[src/rtl/des_sched_pkg.sv]
// Shared types and constants for the DES job scheduler.
// Contents: FSM state enum, ring/memory/data sizes, slot-to-address helper.
package des_sched_pkg;

  localparam int DEPTH_JOBS = 32;
  localparam int ADDR_W     = 6;
  localparam int DATA_W     = 64;
  localparam int PTR_W      = 5;
  localparam int CNT_W      = 6;

  typedef enum logic [1:0] {
    IDLE    = 2'd0,
    RD_WAIT = 2'd1,
    LATCH   = 2'd2,
    BUSY    = 2'd3
  } state_t;

  // Each slot owns two adjacent words: key at 2*i, message at 2*i+1.
  function automatic logic [ADDR_W-1:0] slot_addr(input logic [PTR_W-1:0] slot,
                                                  input logic             is_msg);
    return {slot, is_msg};
  endfunction

endpackage

[src/rtl/des_ring_ptr.sv]
// Ring bookkeeping for the job store: write/read slot pointers and occupancy.
// Ports:
//   i_clk, i_rst         clock, async active-high reset
//   i_push, i_pop        advance write / read pointer (may coincide)
//   o_wr_ptr, o_rd_ptr   current slot indices
//   o_count              jobs stored and not yet launched
//   o_full, o_empty      occupancy flags
import des_sched_pkg::*;

module des_ring_ptr (
  input  logic             i_clk,
  input  logic             i_rst,
  input  logic             i_push,
  input  logic             i_pop,
  output logic [PTR_W-1:0] o_wr_ptr,
  output logic [PTR_W-1:0] o_rd_ptr,
  output logic [CNT_W-1:0] o_count,
  output logic             o_full,
  output logic             o_empty
);

  localparam logic [PTR_W-1:0] LAST_SLOT = PTR_W'(DEPTH_JOBS - 1);

  logic [PTR_W-1:0] r_wr_ptr;
  logic [PTR_W-1:0] r_rd_ptr;
  logic [CNT_W-1:0] r_count;

  always_ff @(posedge i_clk or posedge i_rst) begin
    if (i_rst) begin
      r_wr_ptr <= '0;
      r_rd_ptr <= '0;
      r_count  <= '0;
    end else begin
      if (i_push) r_wr_ptr <= (r_wr_ptr == LAST_SLOT) ? '0 : r_wr_ptr + 1'b1;
      if (i_pop)  r_rd_ptr <= (r_rd_ptr == LAST_SLOT) ? '0 : r_rd_ptr + 1'b1;
      case ({i_push, i_pop})
        2'b10:   r_count <= r_count + 1'b1;
        2'b01:   r_count <= r_count - 1'b1;
        default: r_count <= r_count;
      endcase
    end
  end

  assign o_wr_ptr = r_wr_ptr;
  assign o_rd_ptr = r_rd_ptr;
  assign o_count  = r_count;
  assign o_full   = (r_count == CNT_W'(DEPTH_JOBS));
  assign o_empty  = (r_count == '0);

endmodule

[src/rtl/des_job_scheduler.sv]
// Job scheduler between host, key/message memory and the DES core.
// Host jobs are written into a ring of memory slots, then read back in FIFO
// order and launched on the DES core with a start/done handshake.
// Ports:
//   i_clk, i_rst                       clock, async active-high reset
//   i_host_valid/o_host_ready          job handshake; i_host_key, i_host_msg job data
//   o_des_start, o_des_key, o_des_msg  launch pulse and operands; o_des_job_id slot index
//   i_des_done                         completion pulse (honoured only in BUSY)
//   o_mem_en, o_mem_wr0_n, o_mem_wr1_n memory control (wr1_n held high)
//   o_mem_add0/1, o_mem_key_wr/msg_wr  addresses and write data
//   i_mem_key_rd, i_mem_msg_rd         read data, valid the cycle after the read request
//   o_q_count, o_q_full, o_q_empty     ring occupancy
// Build option DES_SCHED_STATS_EN: adds o_stat_accepted / o_stat_completed
// saturating counters.
import des_sched_pkg::*;

module des_job_scheduler (
  input  logic              i_clk,
  input  logic              i_rst,
  input  logic              i_host_valid,
  output logic              o_host_ready,
  input  logic [DATA_W-1:0] i_host_key,
  input  logic [DATA_W-1:0] i_host_msg,
  output logic              o_des_start,
  output logic [DATA_W-1:0] o_des_key,
  output logic [DATA_W-1:0] o_des_msg,
  output logic [4:0]        o_des_job_id,
  input  logic              i_des_done,
  output logic              o_mem_en,
  output logic              o_mem_wr0_n,
  output logic              o_mem_wr1_n,
  output logic [ADDR_W-1:0] o_mem_add0,
  output logic [ADDR_W-1:0] o_mem_add1,
  output logic [DATA_W-1:0] o_mem_key_wr,
  output logic [DATA_W-1:0] o_mem_msg_wr,
  input  logic [DATA_W-1:0] i_mem_key_rd,
  input  logic [DATA_W-1:0] i_mem_msg_rd,
  output logic [5:0]        o_q_count,
  output logic              o_q_full,
  output logic              o_q_empty
`ifdef DES_SCHED_STATS_EN
  ,
  output logic [15:0]       o_stat_accepted,
  output logic [15:0]       o_stat_completed
`endif
);

  state_t           r_state;
  state_t           w_state_nxt;
  logic             w_ready;
  logic             w_rd_req;
  logic             w_pop;
  logic             w_push;
  logic             w_done_ok;
  logic [PTR_W-1:0] w_wr_ptr;
  logic [PTR_W-1:0] w_rd_ptr;
  logic [CNT_W-1:0] w_count;
  logic             w_full;
  logic             w_empty;

  logic              r_des_start;
  logic [DATA_W-1:0] r_des_key;
  logic [DATA_W-1:0] r_des_msg;
  logic [4:0]        r_des_job_id;

  des_ring_ptr u_ring (
    .i_clk    (i_clk),
    .i_rst    (i_rst),
    .i_push   (w_push),
    .i_pop    (w_pop),
    .o_wr_ptr (w_wr_ptr),
    .o_rd_ptr (w_rd_ptr),
    .o_count  (w_count),
    .o_full   (w_full),
    .o_empty  (w_empty)
  );

  always_ff @(posedge i_clk or posedge i_rst) begin
    if (i_rst) r_state <= IDLE;
    else       r_state <= w_state_nxt;
  end

  always_comb begin
    w_state_nxt = r_state;
    w_ready     = 1'b0;
    w_rd_req    = 1'b0;
    w_pop       = 1'b0;
    case (r_state)
      IDLE: begin
        // A pending launch beats a new host write for the single memory port.
        if (!w_empty) begin
          w_rd_req    = 1'b1;
          w_state_nxt = RD_WAIT;
        end else begin
          w_ready = !w_full;
        end
      end
      RD_WAIT: w_state_nxt = LATCH;
      LATCH: begin
        w_pop       = 1'b1;
        w_state_nxt = BUSY;
      end
      BUSY: begin
        w_ready = !w_full;
        if (i_des_done) w_state_nxt = IDLE;
      end
      default: w_state_nxt = IDLE;
    endcase
  end

  // Ready is held low while reset is applied so the host sees no acceptance.
  assign o_host_ready = w_ready & ~i_rst;
  assign w_push       = i_host_valid & o_host_ready;
  assign w_done_ok    = (r_state == BUSY) & i_des_done;

  assign o_mem_en     = w_push | w_rd_req;
  assign o_mem_wr0_n  = ~w_push;
  assign o_mem_wr1_n  = 1'b1;
  assign o_mem_add0   = w_push   ? slot_addr(w_wr_ptr, 1'b0) :
                        w_rd_req ? slot_addr(w_rd_ptr, 1'b0) : '0;
  assign o_mem_add1   = w_push   ? slot_addr(w_wr_ptr, 1'b1) :
                        w_rd_req ? slot_addr(w_rd_ptr, 1'b1) : '0;
  assign o_mem_key_wr = w_push ? i_host_key : '0;
  assign o_mem_msg_wr = w_push ? i_host_msg : '0;

  // Read data is present during RD_WAIT; registering it on that edge puts the
  // operands and the start pulse out together during LATCH (2 cycles after the
  // request), and the operands then hold until the next launch.
  always_ff @(posedge i_clk or posedge i_rst) begin
    if (i_rst) begin
      r_des_start  <= 1'b0;
      r_des_key    <= '0;
      r_des_msg    <= '0;
      r_des_job_id <= '0;
    end else begin
      r_des_start <= (r_state == RD_WAIT);
      if (r_state == RD_WAIT) begin
        r_des_key    <= i_mem_key_rd;
        r_des_msg    <= i_mem_msg_rd;
        r_des_job_id <= 5'(w_rd_ptr);
      end
    end
  end

  assign o_des_start  = r_des_start;
  assign o_des_key    = r_des_key;
  assign o_des_msg    = r_des_msg;
  assign o_des_job_id = r_des_job_id;
  assign o_q_count    = 6'(w_count);
  assign o_q_full     = w_full;
  assign o_q_empty    = w_empty;

`ifdef DES_SCHED_STATS_EN
  logic [15:0] r_stat_accepted;
  logic [15:0] r_stat_completed;

  always_ff @(posedge i_clk or posedge i_rst) begin
    if (i_rst) begin
      r_stat_accepted  <= '0;
      r_stat_completed <= '0;
    end else begin
      if (w_push && r_stat_accepted != 16'hFFFF)     r_stat_accepted  <= r_stat_accepted + 1'b1;
      if (w_done_ok && r_stat_completed != 16'hFFFF) r_stat_completed <= r_stat_completed + 1'b1;
    end
  end

  assign o_stat_accepted  = r_stat_accepted;
  assign o_stat_completed = r_stat_completed;
`else
  // Without statistics the accepted-done qualifier has no consumer.
  logic w_unused_done;
  assign w_unused_done = w_done_ok;
`endif

endmodule

[config.mk]
export PLATFORM = sky130hd
export DESIGN_NAME = des_job_scheduler
export DESIGN_NICKNAME = d
export VERILOG_FILES = /design/src/rtl/des_sched_pkg.sv /design/src/rtl/des_ring_ptr.sv /design/src/rtl/des_job_scheduler.sv
export SDC_FILE = /design/constraint.sdc
export NUM_CORES = 1
export LEC_CHECK = 0
export ABC_AREA = 1
export CORE_AREA = 10 10 206 208
export CTS_CLUSTER_SIZE = 25
export DETAILED_ROUTE_END_ITERATION = 8
export DIE_AREA = 0 0 216 218
export HOLD_SLACK_MARGIN = 0.05
export PLACE_DENSITY = 0.47
export SLEW_MARGIN = 5
export SYNTH_ARGS = -nofsm -noshare
export SYNTH_HDL_FRONTEND = slang
export SYNTH_SLANG_ARGS = --single-unit
[constraint.sdc]
create_clock -name i_clk -period 6.14 [get_ports i_clk]
set_input_delay 1.228 -clock i_clk [delete_from_list [all_inputs] [get_ports i_clk]]
set_output_delay 1.228 -clock i_clk [all_outputs]
set_load 0.005 [all_outputs]
== Word-level counts from Yosys, hierarchy flattened ==
Index checks and enable logic that the tools add are counted.

* Bits in registers: 152
* Logic and storage cells: 49

* $add $sub $neg: 4
* Equality and inequality tests: 10
* Mux-type cells: 17
* Bitwise gates (word level): 5
* Reductions and logical operators: 5

{| class="wikitable"
|+ Operators by type and width
! kind !! count
|-
| $mux 64 || 2
|-
| $mux 6 || 4
|-
| $pmux 6 s2 || 1
|-
| $add 5x1->5 const B || 2
|-
| $eq 5x5->1 const B || 2
|-
| $mux 5 || 2
|-
| $pmux 2 s4 || 1
|-
| $add 6x1->6 const B || 1
|-
| $eq 2x2->1 const B || 3
|-
| $eq 6x6->1 const B || 1
|-
| $logic_not 6->1 || 1
|-
| $sub 6x1->6 const B || 1
|-
| $eq 2x1->1 const B || 2
|-
| $mux 1 || 4
|-
| $mux 2 || 2
|-
| $ne 2x2->1 const B || 2
|-
| $and 1x1->1 || 2
|-
| $logic_not 2->1 || 1
|-
| $not 1->1 || 2
|-
| $pmux 1 s2 || 1
|-
| $reduce_and 2->1 || 1
|-
| $reduce_bool 2->1 || 1
|-
| $logic_not 1->1 || 1
|-
| $or 1x1->1 || 1
|}

== Longest topological paths before layout ==
Gate-level depths: netlist (run 1).

* Word-level depth: 8
* Gate-level depth with buffers: 10
* Mapped depth without buffers: 10

== Hierarchy ==
From an unflattened synthesis (run 1), not the netlist that was laid out.

* Cell total of the unflattened synthesis: 764
* Area total of the unflattened synthesis: 7,783.7 µm²

{| class="wikitable"
|+ By module, submodules not included
! module !! instances !! cells an instance !! area each (µm²) !! seq. area each (µm²)
|-
| des_job_scheduler || 1 || 623 || 6,717.7 || 3,403.3
|-
| des_ring_ptr || 1 || 141 || 1,066.0 || 400.4
|}

== Worst setup path before layout (run 1) ==
No wires, ideal clock.

* Kind: input -> output
* Start: input i_rst
* End: output o_mem_add1[1]
* Data arrival time: 2,069 ps
* Setup slack: 2,843 ps
* Stages: 5
* Buffers on the path: 2
* Cell sequence: nor2_1 > nand3_2 > buf_2 > o21ai_0 > buf_4

* Longest elaborated chain between the ends: 4

{| class="wikitable"
|+ RTL lines
! what !! RTL line !! text
|-
| from (decl) || des_job_scheduler.sv:19 || <nowiki>input logic i_rst,</nowiki>
|-
| $not 1->1 || des_job_scheduler.sv:112 || <nowiki>assign o_host_ready = w_ready & ~i_rst;</nowiki>
|-
| $and 1x1->1 || des_job_scheduler.sv:112 ||
|-
| $and 1x1->1 || des_job_scheduler.sv:113 || <nowiki>assign w_push = i_host_valid & o_host_ready;</nowiki>
|-
| $mux 6 || des_job_scheduler.sv:121 || <nowiki>assign o_mem_add1 = w_push ? slot_addr(w_wr_ptr, 1'b1) :</nowiki>
|-
| to (decl) || des_job_scheduler.sv:33 || <nowiki>output logic [ADDR_W-1:0] o_mem_add1,</nowiki>
|}

No other way between the ends.

== Worst setup path in the final report (run 1) ==
* Start: input i_rst
* End: output o_mem_key_wr[41]

* Longest elaborated chain between the ends: 4

{| class="wikitable"
|+ RTL lines
! what !! RTL line !! text
|-
| $not 1->1 || des_job_scheduler.sv:112 ||
|-
| $and 1x1->1 || des_job_scheduler.sv:112 ||
|-
| $and 1x1->1 || des_job_scheduler.sv:113 ||
|-
| $mux 64 || des_job_scheduler.sv:123 || <nowiki>assign o_mem_key_wr = w_push ? i_host_key : '0;</nowiki>
|-
| to (decl) || des_job_scheduler.sv:34 || <nowiki>output logic [DATA_W-1:0] o_mem_key_wr,</nowiki>
|}

No other way between the ends.

==> metrics.yaml, run 1 <==
status: "finished, final reports clean"
reg2reg_depth: 10
cp_data_arrival_time_ns: 3.48
first_pass_iters: 5
busiest_layer: "met2"
die_x_um: 216
relSlewSlack_pct: 34.0
wire_per_inst_um: 21.8
crit_fanout: 68
place_congestion: 0.915
rsz0062_at_grt: "false"
dpl.hpwl_um: 32000
use_met3_pct: 8.71
io_buffers: 543
cp-end-kind: "output port"
cts_buffers: 17
clock_latency_ns: 0.44
min_from: "u_ring.o_wr_ptr[3]$_DFFE_PP0P_"
syn_inst: 731
synth_cell_types: 27
clkSlewWorstSetupHoldPaths_ns: 0.07
min_period_over_period_pct: 76.7
multiInputGateArea_um2: 2670
regArea_um2: 3800
slew_viol_final: 0
critical_path_required_ns: 4.91
drt-initial-drc-count: 275
r2r_end: "u_ring.o_count[2]$_DFFE_PP0P_"
tns_ns: 0
boundaryPins: 546
regToRegSetupSlack_ns: 3.50
placementRows: 72
yosysWarningCount: 0
layout.nets: 1531
cts_resized: 0
fmax_ghz: 0.212
start_kind: "input pin"
postRouteAntennaNets: 0
htree_num_levels: 4
setup_viol: 0
vdd_drop_max_uv: 205
grt_pass1_vias: 7503
die-area_um2: 47100
holdBufCountCts: 0
worst_pin_slew_ns: 0.990
grt.total_usage_pct: 15.9
cts_tree: "done"
final_cell_area_um2: 13800
skew_ns: 0.0162
core-area_um2: 38300
grt_pass1_wl_um: 55300
die_y_um: 218
synthesis.area_per_instance_um2: 10.0
min_to: "u_ring.o_wr_ptr[3]$_DFFE_PP0P_"
finalWirelength_um: 38900
antenna_found_initial: 6
cts-root-buf: "clkbuf_16"
grt_use_met2_pct: 27.1
place_inst: 1756
grt-ovfl-total: 0
ys_seq_area_share_pct: 52.0
mostFrequentLayoutCells: "543 x clkdlybuf4s50_1, 152 x inv_1, 152 x dfrtp_1"
vias_per_cell: 3.92
instances_no_fill: 1790
drive_gt1_share_pct: 13.4
num_vias: 7014
synth_fp_nets: 1005
post-route-drc-count: 0
cap_violations: 0
final_common_cell: "clkdlybuf4s50_1"
hold_path_depth: 2
fillers: 3947
r2r-start: "u_ring.o_count[0]$_DFFE_PP0P_"
criticalPathCategory: "in -> out"
syn_area_um2: 7320
powerDensity_nw_per_um2: 424
use_met1_pct: 16.8
finalHoldViolCount: 0
synth_seq_cells: 152
cts_max_path_buffers: 2
grt_max_degree: 81
cts_num_sinks: 152
postCtsSetupBuffers: 0
dpl-instance-area_um2: 13200
syn_to_final_growth_pct: 88.5
p_leak_nw: 6.10
hold_path_class: "reg -> reg"
fin_crit_ns: 4.71
start_util_pct: 19.1
registers in the layout, summed over array words and instances (netlist names):
| signal | cells |
|---|---|
| o_des_key | 64 |
| o_des_start | 1 |
| u_ring.o_wr_ptr | 5 |
| o_des_msg | 64 |
| o_des_job_id | 5 |
| u_ring.o_count | 6 |
| u_ring.o_rd_ptr | 5 |
| r_state | 2 |
critical path: stages:
cell and delay, ns:
clkdlybuf4s50_1 0.52, nor2_1 0.28, nand3_4 0.22, buf_4 0.40, nor2_1 0.20, clkdlybuf4s50_1 0.62
how the worst max path moves through the flow:
stage / start / end / slack, ns / depth (start not counted)
floorplan: i_rst / o_des_job_id[0]$_DFFE_PP0P_ / 0.82 / 1
global placement: i_rst / o_mem_key_wr[40] / 1.42 / 6
detailed placement: i_rst / o_mem_key_wr[40] / 1.42 / 6
CTS: i_rst / o_mem_key_wr[40] / 1.41 / 6
global route: i_rst / o_mem_key_wr[39] / 1.28 / 6
finish: i_rst / o_mem_key_wr[41] / 1.43 / 6
report_power, final:
| part | switching, mW | total [mW] | internal (mW) | leakage [nW] |
|---|---|---|---|---|
| registers | 0.288 | 1.80 | 1.52 | 1.79 |
| clock network | 0.504 | 1.09 | 0.589 | 0.287 |
| logic | 1.15 | 2.96 | 1.80 | 4.02 |
layer usage:
layer / up-vias / wire, µm
met4: 12 / 641
met5: - / 69
li1: 3295 / -
met3: 33 / 4650
met2: 336 / 19100
met1: 3338 / 14500
area by class of cell:
cell class                 instances  share of cell area, %
antenna                            2                 0.0363
multi-input combinational        385                   19.4
sequential                       152                   27.6
inverter                         154                   4.23
clock buffer                      18                   3.18
timing repair buffer             547                   39.8
tap                              518                   4.70
clock inverter                    14                   1.11
logic make-up after synthesis:
family / Yosys count / synth area share (%)
adders and majority gates: 14 / 2.50
buffers and inverters: 194 / 11.8
and+or+nand+nor: 208 / 11.3
other: 2 / 0.103
xor gates and xnor gates: 7 / 0.838
muxes: 128 / 19.7
AOI/OAI and AO/OA: 26 / 1.85
DFF: 152 / 52.0
synth_stat cells:
cell      count  area, µm²
inv_1       153        574
dfrtp_1     152       3800
nor2_1      144        541
mux2_2      128       1440
nand2_1      39        146
buf_2        18       90.1
a21oi_1      13       65.1
ha_1         13        163
nand3_1      13       65.1
buf_6        11        124
o21ai_0      10       50.1
buf_4         8       60.1
xor2_1        6       52.6
nor3_1        5       25.0
clkbuf_1      3       11.3
nand4_1       3       18.8
conb_1        2       7.51
a21boi_0      1       7.51
a31oi_1       1       6.26
fa_1          1       20.0
inv_2         1       3.75
nand2_2       1       6.26
nand3_2       1       10.0
nor4_1        1       6.26
o22ai_1       1       6.26
or2_2         1       6.26
xnor2_1       1       8.76
stage by stage:
step	power, mW	worst slack (ns)	hold WS, ns	utilization, %
6_report	5.85	1.43	0.499	36.0
5_1_grt	6.28	1.28	0.516	36.0
4_1_cts	6.00	1.41	0.495	36.0
3_5_place_dp	4.85	1.42	0.476	34.5
3_3_place_gp	4.84	1.42	0.475	34.5
2_1_floorplan	3.08	0.819	0.453	-
Note: power is estimated with default switching activity, not from simulation.
==> inputs of run 2 (changes only) <==
==> constraint.sdc (replaced) <==
create_clock -name i_clk -period 4.8 [get_ports i_clk]
set_input_delay 0.96 -clock i_clk [delete_from_list [all_inputs] [get_ports i_clk]]
set_output_delay 0.96 -clock i_clk [all_outputs]
set_load 0.005 [all_outputs]
==> run 2 against run 1 <==
Compared with the run above:
- clock power increased by 25%
- combinational power increased by 28%
- non-clock buffer count rose by 2
- cell count increased by 0.17%
- worst setup slack got worse by 0.87 ns
- sequential share of layout area about the same
- register-to-register slack lost 1.3 ns
- critical endpoint is now o_mem_msg_wr[34]
==> metrics.yaml, run 2 (synthesis gave the netlist of run 1 again) <==
skew_ns: 0.0122  # -0.00403 ns
tns_ns: 0  # unchanged
cp_data_arrival_time_ns: 3.28  # -0.20 ns
powerDensity_nw_per_um2: 540  # +27%
start_kind: "input pin"
slew_viol_final: 0  # unchanged
p_total_mw: 7.46  # +27%
grt.total_usage_pct: 16.0  # +0.050 points
die_y_um: 218  # unchanged
cts_max_path_buffers: 2  # unchanged
worst_pin_slew_ns: 1.15  # +0.157 ns
num_vias: 7074  # +0.86%
critical_path_required_ns: 3.84  # -1.07 ns
grt_pass1_vias: 7496  # -0.093%
setup_viol: 0  # unchanged
rsz0062_at_grt: "false"
cts_buffers: 17  # unchanged
dr_wl_met3_um: 4840  # +4.2%
hold_path_class: "reg -> reg"
fillers: 3945  # -0.051%
placementRows: 72  # unchanged
holdBufCountCts: 0  # unchanged
fin_crit_ns: 4.24
cts_resized: 0  # unchanged
mostFrequentLayoutCells: "543 x clkdlybuf4s50_1, 152 x inv_1, 152 x dfrtp_1"
place_congestion: 0.911  # -0.48%
regToRegSetupSlack_ns: 2.18  # -1.32 ns
finalHoldViolCount: 0  # unchanged
grt_max_degree: 153  # +89%
cts_tree: "done"
critPathSlowestCell: "clkdlybuf4s50_1"
clkSlewWorstSetupHoldPaths_ns: 0.07  # about the same
cp-end-kind: "output port"
fmax_ghz: 0.236
min_period_over_period_pct: 88.3
dpl-instance-area_um2: 13200  # +0.10%
wl_met1_um: 13400  # -7.6%
wire_per_inst_um: 21.8  # +0.26%
top_layer: "met5"
route.met2.wl_um: 19600  # +2.9%
core-area_um2: 38300  # unchanged
layout.nets: 1533  # +0.13%
drive_gt1_share_pct: 13.4  # -0.021 points
antenna_found_initial: 9  # +3
drt-initial-drc-count: 267  # -2.9%
dpl.hpwl_um: 32200  # +0.57%
final_common_cell: "clkdlybuf4s50_1"
status: "finished, final reports clean"
cap_violations: 0  # unchanged
p_leak_nw: 6.09  # about the same
fin_util_pct: 36.0  # about the same
criticalPathCategory: "in -> out"
cts_num_sinks: 152  # unchanged
relSlewSlack_pct: 23.5  # -10 points
die-area_um2: 47100  # unchanged
htree_num_levels: 4  # unchanged
post-route-drc-count: 0  # unchanged
grt-ovfl-total: 0  # unchanged
start_util_pct: 19.1  # unchanged
final_cell_area_um2: 13800  # about the same
syn_to_final_growth_pct: 88.5  # about the same
postCtsSetupBuffers: 0  # unchanged
boundaryPins: 546  # unchanged
postRouteAntennaNets: 0  # unchanged
vias_per_cell: 3.95  # +0.69%
crit_fanout: 62  # -8.8%
die_x_um: 216  # unchanged
critPathMaxStageDelay_ns: 0.54  # -0.08 ns
first_pass_iters: 4  # -1
grt_pass1_wl_um: 54600  # -1.1%
vdd_drop_max_uv: 242  # +18%
finalWirelength_um: 39100  # +0.43%
cp_cell_sequence: "clkdlybuf4s50_1 > nor2_1 > nand3_4 > buf_4 > nor2_1 > clkdlybuf4s50_1"
clock_latency_ns: 0.44  # about the same
io_buffers: 543  # unchanged
cts-root-buf: "clkbuf_16"
[run 2: final timing paths]
| path | startpoint | endpoint | cells past startpoint |
|---|---|---|---|
| setup / recovery | i_rst | o_mem_msg_wr[34] | 6 |
| hold / removal | u_ring.o_wr_ptr[3]$_DFFE_PP0P_ | u_ring.o_wr_ptr[3]$_DFFE_PP0P_ | 2 |
| setup reg to reg | r_state[0]$_DFFE_PP0P_ | u_ring.o_count[3]$_DFFE_PP0P_ | 9 |
| hold reg to reg | u_ring.o_wr_ptr[3]$_DFFE_PP0P_ | u_ring.o_wr_ptr[3]$_DFFE_PP0P_ | 2 |
| max in group asynchronous | i_rst | u_ring.o_rd_ptr[4]$_DFFE_PP0P_ | 3 |
| min in group asynchronous | i_rst | r_state[1]$_DFFE_PP0P_ | 3 |
[run 2: final cells by class]
type / instances / area [µm²] / share of cell area (%)
diodes: 3 / 7.51 / 0.0544
clock buffers: 20 / 447 / 3.24
clock inverters: 12 / 135 / 0.979
inverters: 154 / 582 / 4.22
multi-input cells: 385 / 2670 / 19.4
flip-flops and latches: 152 / 3800 / 27.6
well taps: 518 / 648 / 4.70
repair buffers: 549 / 5510 / 39.9
[run 2: stage by stage]
stage / std cells / hold WS [ns] / setup slack [ns]
after floorplan: 731 / 0.453 / 1.92
after global placement: 1758 / 0.473 / 0.586
after detailed placement: 1758 / 0.479 / 0.561
after CTS: 1790 / 0.495 / 0.556
after global routing: 1791 / 0.518 / 0.393
final: 1793 / 0.492 / 0.561
[run 2: layer usage]
layer | vias to the layer above | GRT usage [%]
met2 | 354 | 28.0
li1 | 3290 | -
met4 | 12 | 6.46
met5 | - | 0
met1 | 3366 | 15.2
met3 | 52 | 9.20
[run 2: worst max-delay path: cells and delay by family]
kind,cells,cell delay (ns)
buffers and inverters,3,1.48
AND/OR/NAND/NOR,3,0.78
[run 2: power by group]
group | internal (mW) | total [mW] | switching (mW)
sequential | 1.94 | 2.31 | 0.370
combinational | 2.31 | 3.78 | 1.47
clock | 0.748 | 1.36 | 0.615
==> inputs of run 3 (changes only) <==
--- a/config.mk
+++ b/config.mk
@@ -12,6 +12,8 @@
 export DIE_AREA = 0 0 216 218
 export HOLD_SLACK_MARGIN = 0.05
 export PLACE_DENSITY = 0.47
+export SETUP_SLACK_MARGIN = 0.3
+export SKIP_CTS_REPAIR_TIMING = 1
 export SLEW_MARGIN = 5
 export SYNTH_ARGS = -nofsm -noshare
 export SYNTH_HDL_FRONTEND = slang
==> results of run 3 <==
No change in the layout: final DEF, timing and power equal those of run 2.
